File: src/rtl/spi_slave.sv
// SPI mode-0 slave with 32-bit words, a single-word transmit buffer and a
// receive holding register. Every SPI pin is resynchronised into clk.
module spi_slave (
  input  logic        clk,
  input  logic        reset,
  input  logic        SPI_SCK,
  input  logic        SPI_SS,
  input  logic        SPI_MOSI,
  output logic        SPI_MISO,
  output logic        wr_buffer_free,
  input  logic        wr_en,
  input  logic [31:0] wr_data,
  output logic        rd_data_available,
  input  logic        rd_ack,
  output logic [31:0] rd_data,
  output logic [2:0]  cnt
);

  logic        sck_meta_r, sck_sync_r, sck_prev_r;
  logic        ss_meta_r, ss_sync_r, ss_prev_r;
  logic        mosi_meta_r, mosi_sync_r;
  logic [1:0]  settle_r;
  logic        armed_r;
  logic        frame_r, skip_r, word_done_r;
  logic [4:0]  bit_cnt_r;
  logic [31:0] rx_shift_r, tx_shift_r, tx_buf_r, rd_data_r;
  logic        buf_free_r, rd_avail_r, miso_r;
  logic [2:0]  cnt_r;

  logic        sck_rise_s, sck_fall_s, ss_fall_s, active_s;
  logic        start_frame_s, word_start_s, done_s;
  logic        frame_next_s, skip_next_s, free_next_s;
  logic [31:0] tx_next_s, buf_next_s;

  assign sck_rise_s    = sck_sync_r & ~sck_prev_r;
  assign sck_fall_s    = ~sck_sync_r & sck_prev_r;
  assign ss_fall_s     = ~ss_sync_r & ss_prev_r;
  assign active_s      = frame_r & ~ss_sync_r;
  // A frame may only open once SS has been seen high after reset.
  assign start_frame_s = ss_fall_s & armed_r & ~frame_r;
  assign word_start_s  = start_frame_s | (word_done_r & active_s);
  assign done_s        = active_s & sck_rise_s & (bit_cnt_r == 5'd31);

  // Next-state for frame, transmit shifter and transmit buffer.
  always_comb begin
    frame_next_s = frame_r;
    skip_next_s  = skip_r;
    tx_next_s    = tx_shift_r;
    buf_next_s   = tx_buf_r;
    free_next_s  = buf_free_r;

    if (ss_sync_r) begin
      frame_next_s = 1'b0;
    end else if (start_frame_s) begin
      frame_next_s = 1'b1;
    end else begin
      frame_next_s = frame_r;
    end

    // After a back-to-back reload, the SCK fall that follows the last bit
    // must not shift away the freshly loaded MSB.
    if (ss_sync_r) begin
      skip_next_s = 1'b0;
    end else if (word_start_s) begin
      skip_next_s = word_done_r;
    end else if (active_s && sck_fall_s) begin
      skip_next_s = 1'b0;
    end else begin
      skip_next_s = skip_r;
    end

    if (word_start_s) begin
      tx_next_s = buf_free_r ? 32'h0000_0000 : tx_buf_r;
    end else if (active_s && sck_fall_s && !skip_r) begin
      tx_next_s = {tx_shift_r[30:0], 1'b0};
    end else begin
      tx_next_s = tx_shift_r;
    end

    if (wr_en && buf_free_r) begin
      buf_next_s  = wr_data;
      free_next_s = 1'b0;
    end else if (word_start_s && !buf_free_r) begin
      buf_next_s  = tx_buf_r;
      free_next_s = 1'b1;
    end else begin
      buf_next_s  = tx_buf_r;
      free_next_s = buf_free_r;
    end
  end

  // Pin synchronisers, edge-detect history and post-reset arming.
  always_ff @(posedge clk or negedge reset) begin
    if (!reset) begin
      sck_meta_r  <= 1'b0;
      sck_sync_r  <= 1'b0;
      sck_prev_r  <= 1'b0;
      ss_meta_r   <= 1'b1;
      ss_sync_r   <= 1'b1;
      ss_prev_r   <= 1'b1;
      mosi_meta_r <= 1'b0;
      mosi_sync_r <= 1'b0;
      settle_r    <= 2'b00;
      armed_r     <= 1'b0;
    end else begin
      sck_meta_r  <= SPI_SCK;
      sck_sync_r  <= sck_meta_r;
      sck_prev_r  <= sck_sync_r;
      ss_meta_r   <= SPI_SS;
      ss_sync_r   <= ss_meta_r;
      ss_prev_r   <= ss_sync_r;
      mosi_meta_r <= SPI_MOSI;
      mosi_sync_r <= mosi_meta_r;
      settle_r    <= {settle_r[0], 1'b1};
      armed_r     <= armed_r | (settle_r[1] & ss_sync_r);
    end
  end

  // Frame datapath, receive path and registered outputs.
  always_ff @(posedge clk or negedge reset) begin
    if (!reset) begin
      frame_r     <= 1'b0;
      skip_r      <= 1'b0;
      word_done_r <= 1'b0;
      bit_cnt_r   <= 5'd0;
      rx_shift_r  <= 32'h0000_0000;
      tx_shift_r  <= 32'h0000_0000;
      tx_buf_r    <= 32'h0000_0000;
      buf_free_r  <= 1'b1;
      rd_data_r   <= 32'h0000_0000;
      rd_avail_r  <= 1'b0;
      cnt_r       <= 3'd0;
      miso_r      <= 1'b0;
    end else begin
      frame_r     <= frame_next_s;
      skip_r      <= skip_next_s;
      tx_shift_r  <= tx_next_s;
      tx_buf_r    <= buf_next_s;
      buf_free_r  <= free_next_s;
      word_done_r <= done_s;
      miso_r      <= frame_next_s ? tx_next_s[31] : 1'b0;

      if (!active_s) begin
        bit_cnt_r <= 5'd0;
      end else if (sck_rise_s) begin
        bit_cnt_r  <= bit_cnt_r + 5'd1;
        rx_shift_r <= {rx_shift_r[30:0], mosi_sync_r};
      end else begin
        bit_cnt_r <= bit_cnt_r;
      end

      if (done_s) begin
        rd_data_r  <= {rx_shift_r[30:0], mosi_sync_r};
        rd_avail_r <= 1'b1;
        cnt_r      <= cnt_r + 3'd1;
      end else if (rd_ack) begin
        rd_avail_r <= 1'b0;
      end else begin
        rd_avail_r <= rd_avail_r;
      end
    end
  end

  assign SPI_MISO          = miso_r;
  assign wr_buffer_free    = buf_free_r;
  assign rd_data_available = rd_avail_r;
  assign rd_data           = rd_data_r;
  assign cnt               = cnt_r;

endmodule

File: config.mk
export PLATFORM = sky130hd
export DESIGN_NAME = spi_slave
export DESIGN_NICKNAME = d
export VERILOG_FILES = /design/src/rtl/spi_slave.sv
export SDC_FILE = /design/constraint.sdc
export NUM_CORES = 1
export LEC_CHECK = 0
export CAP_MARGIN = 5
export CORE_UTILIZATION = 50
export DETAILED_ROUTE_END_ITERATION = 8
export PLACE_DENSITY = 0.76
export SYNTH_ARGS = -nofsm -noshare
export SYNTH_HDL_FRONTEND = slang
export SYNTH_SLANG_ARGS = --single-unit
File: constraint.sdc
create_clock -name clk -period 1.79 [get_ports clk]
set_input_delay 0.179 -clock clk [delete_from_list [all_inputs] [get_ports clk]]
set_output_delay 0.179 -clock clk [all_outputs]
set_load 0.02 [all_outputs]
==> flow_metrics.env <==
export IMPL_synth_edf_count=0
export IMPL_grtUsageTotal=0.212
export IMPL_rrSetupSlack_ns=0.08
export IMPL_synth_seq_cells=152
export IMPL_hold_end="ss_meta_r$_DFF_PN1_"
export IMPL_final_cells=759
export IMPL_dp_hpwl_mm=8.46
export IMPL_antenna_found_initial=0
export IMPL_worstPathMaxFanout=15
export IMPL_rows=40
export IMPL_critical_path_class="flip-flop to flip-flop"
export IMPL_synth_seq_area_share=0.594
export IMPL_cp_common_cell="ha_2"
export IMPL_maxCapViolations=0
export IMPL_synth_cell_area_um2=6410
export IMPL_drive_gt1_frac=0.272
export IMPL_multiInputGateArea_um2=2420
export IMPL_diodes=0
export IMPL_regToRegStartpoint="bit_cnt_r[1]$_DFFE_PN0P_"
export IMPL_dieArea_um2=13300
export IMPL_io_buffer_count=76
export IMPL_hold_path_depth=1
export IMPL_min_period_ns=1.71
export IMPL_clkTransAtPathRegs_ns=0.06
export IMPL_cts_tree="built"
export IMPL_r2r_cells=6
export IMPL_die_h_um=115
export IMPL_seq_area_um2=3810
export IMPL_critPathBufInv=1
export IMPL_fin_worst_skew_ns=0.00705
export IMPL_drc=0
export IMPL_crit_required_ns=2.10
export IMPL_cp_arrival_ns=2.01
export IMPL_hold_viol=0
export IMPL_ant_nets=0
export IMPL_fmax_mhz=586
export IMPL_dr_first_iter_drc_count=207
export IMPL_initial_core_util=0.523
export IMPL_final_nets=620
export IMPL_clock_sinks=152
export IMPL_cp_top_family="flip-flops"
export IMPL_drt_total_wl_mm=12.7
export IMPL_synth_ff_type="dfrtp_1"
export IMPL_critPathMaxStageDelay_ns=0.40
export IMPL_p_per_area_nw_per_um2=1070
export IMPL_cts_max_level=4
export IMPL_rsz0062_at_grt="no"
export IMPL_hold_class="primary input to flip-flop"
export IMPL_ctsLongestPathBuffers=2
export IMPL_r2r_end="rd_data[3]$_DFFE_PN0P_"
export IMPL_routedWlPerCell_um=16.8
export IMPL_setup_viol=0
export IMPL_drv_slew=0
export IMPL_dr_pass1_iters=4
export IMPL_grt_pass1_wl_mm=21.3
export IMPL_slowest_stage="dfrtp_1"
export IMPL_core_area_um2=12300
export IMPL_finalPower_w=0.00872
export IMPL_fillers=909
export IMPL_fin_area_um2=8120
export IMPL_area_delta_synth_final_pct=26.7
export IMPL_outcome="finished, final reports clean"
export IMPL_cts_buffers=17
export IMPL_overflow=0
export IMPL_grt_pass1_vias=4334
export IMPL_fp_dieW_um=115
export IMPL_finalSetupTns_ns=0
export IMPL_synth_nets=530
export IMPL_min_delay_start="SPI_SS"
export IMPL_gp_congestion=0.800
export IMPL_cts_root_buf="clkbuf_16"
export IMPL_cp_cell_sequence="ha_2 -> and3_1 -> ha_2 -> nand2_4 -> buf_12 -> mux2_2"
export IMPL_start_kind="flip-flop"
export IMPL_viasPerCell=5.39
export IMPL_grt_max_degree=49
export IMPL_netlist_instances=488
export IMPL_post_route_util=0.662
export IMPL_dp_cells=725
export IMPL_synthArstFlopShare=1.00
export IMPL_clkLatencyLatePin_ns=0.42
export IMPL_avgSynthCellArea_um2=13.1
export IMPL_period_share=0.953
export IMPL_num_io_pins=77
export IMPL_ir_drop_mv=0.768
export IMPL_p_leak_nw=3.66
export IMPL_placed_area_um2=7510
export IMPL_vias=4092
export IMPL_worst_setup_path_end_kind="flip-flop"
export IMPL_yosysWarnings=0
export IMPL_yosysUniqueCellTypes=36
==> through the flow <==
step | setup WS [ns] | hold slack, ns
finish | 0.0839 | 0.164
global route | 0.0198 | 0.149
CTS | 0.0407 | 0.149
detailed placement | 0.0125 | 0.103
global placement | 0.0706 | 0.0964
floorplan | 0.100 | -0.117
==> worst max-delay path by stage <==
| stage | from | end | depth (start not counted) |
|---|---|---|---|
| 6_report | bit_cnt_r[1]$_DFFE_PN0P_ | rd_data[3]$_DFFE_PN0P_ | 6 |
| 5_1_grt | bit_cnt_r[1]$_DFFE_PN0P_ | rd_data[3]$_DFFE_PN0P_ | 6 |
| 4_1_cts | bit_cnt_r[1]$_DFFE_PN0P_ | rd_data[3]$_DFFE_PN0P_ | 6 |
| 3_5_place_dp | bit_cnt_r[1]$_DFFE_PN0P_ | rd_data[3]$_DFFE_PN0P_ | 6 |
| 3_3_place_gp | bit_cnt_r[0]$_DFFE_PN0P_ | rd_data[3]$_DFFE_PN0P_ | 6 |
| 2_1_floorplan | bit_cnt_r[0]$_DFFE_PN0P_ | rd_data[10]$_DFFE_PN0P_ | 6 |
==> cell type report <==
class	instances	area share
Clock buffer	18	0.0541
Clock inverter	14	0.0183
Inverter	3	0.00139
Multi-Input combinational cell	296	0.298
Sequential cell	152	0.469
Tap cell	168	0.0259
Timing Repair Buffer	108	0.133
==> state kept, by name (all words and copies together) (netlist names), 2 cells and up <==
name and flops:
bit_cnt_r 5, tx_shift_r 32, rd_data 32, rx_shift_r 31, settle_r 2, cnt 3
tx_buf_r 32
==> cell usage after synthesis (all sizes together) (4+ instances only) <==
library cell | number | share of area
o21ai | 34 | 0.027
a21oi | 34 | 0.027
nor2b | 31 | 0.030
nand3b | 33 | 0.039
mux2i | 4 | 0.0062
a31oi | 31 | 0.030
mux2 | 96 | 0.18
dfstp | 4 | 0.016
clkbuf | 22 | 0.013
buf | 15 | 0.014
nor2 | 4 | 0.0023
dfrtp | 148 | 0.58
==> repair_timing <==
| item | in CTS | in global routing |
|---|---|---|
| buffers inserted | 0 | 1 |
| gates resized for setup | 2 | 1 |
| endpoints found under the setup margin | 3 | 4 |
| gates cloned | 0 | 0 |
| pin swaps | 0 | 0 |
| hold buffers | 1 | 0 |
| endpoints found under the hold margin | 47 | 0 |
==> worst reg2reg max path, cell delays in order (launching register included) <==
cell	delay, ns
dfrtp_1	0.40
ha_2	0.18
and3_1	0.18
ha_2	0.19
nand2_4	0.11
buf_12	0.17
mux2_2	0.35
==> kinds of logic (layout without fill, tap and decap cells) <==
group                    Yosys count  in the layout  share of synthesized area
XOR/XNOR                           4              4                    0.00547
other                              1              1                   0.000585
adder cells (fa/ha/maj)            3              3                    0.00586
multiplexers                     100            100                      0.187
AND/OR/NAND/NOR                   86             86                     0.0917
flip-flops                       152            152                      0.594
AO/OA/AOI/OAI                    102            102                     0.0871
buffers and inverters             40            143                     0.0285
==> where the power goes <==
part / internal [W] / switching, W / leakage (nW) / total [W]
sequential: 0.00393 / 0.000249 / 1.93 / 0.00417
combinational: 0.000579 / 0.000448 / 1.45 / 0.00103
clock: 0.00209 / 0.00143 / 0.279 / 0.00352
total: 0.00660 / 0.00213 / 3.66 / 0.00872
==> routing by layer <==
layer / vias up / track usage / share of wire
met5: - / 0 / 0
met4: 0 / 0.0762 / 0.012
met3: 16 / 0.0596 / 0.042
met2: 86 / 0.350 / 0.50
met1: 2068 / 0.267 / 0.44
li1: 1922 / - / -
==> cells in the final DEF (no fill, tap or decap), drive strengths merged, types with 3 or more instances in the layout <==
| master | instances |
|---|---|
| dfrtp | 148 |
| mux2 | 96 |
| clkdlybuf4s50 | 74 |
| a21oi | 34 |
| o21ai | 34 |
| nand3b | 33 |
| buf | 32 |
| nor2b | 31 |
| a31oi | 31 |
| clkbuf | 18 |
| clkinv | 6 |
| inv | 5 |
| mux2i | 4 |
| nor2 | 4 |
| clkinvlp | 4 |
| dfstp | 4 |
| nand2b | 3 |
| nand2 | 3 |
| ha | 3 |
Power figures use the tool's default switching activity.
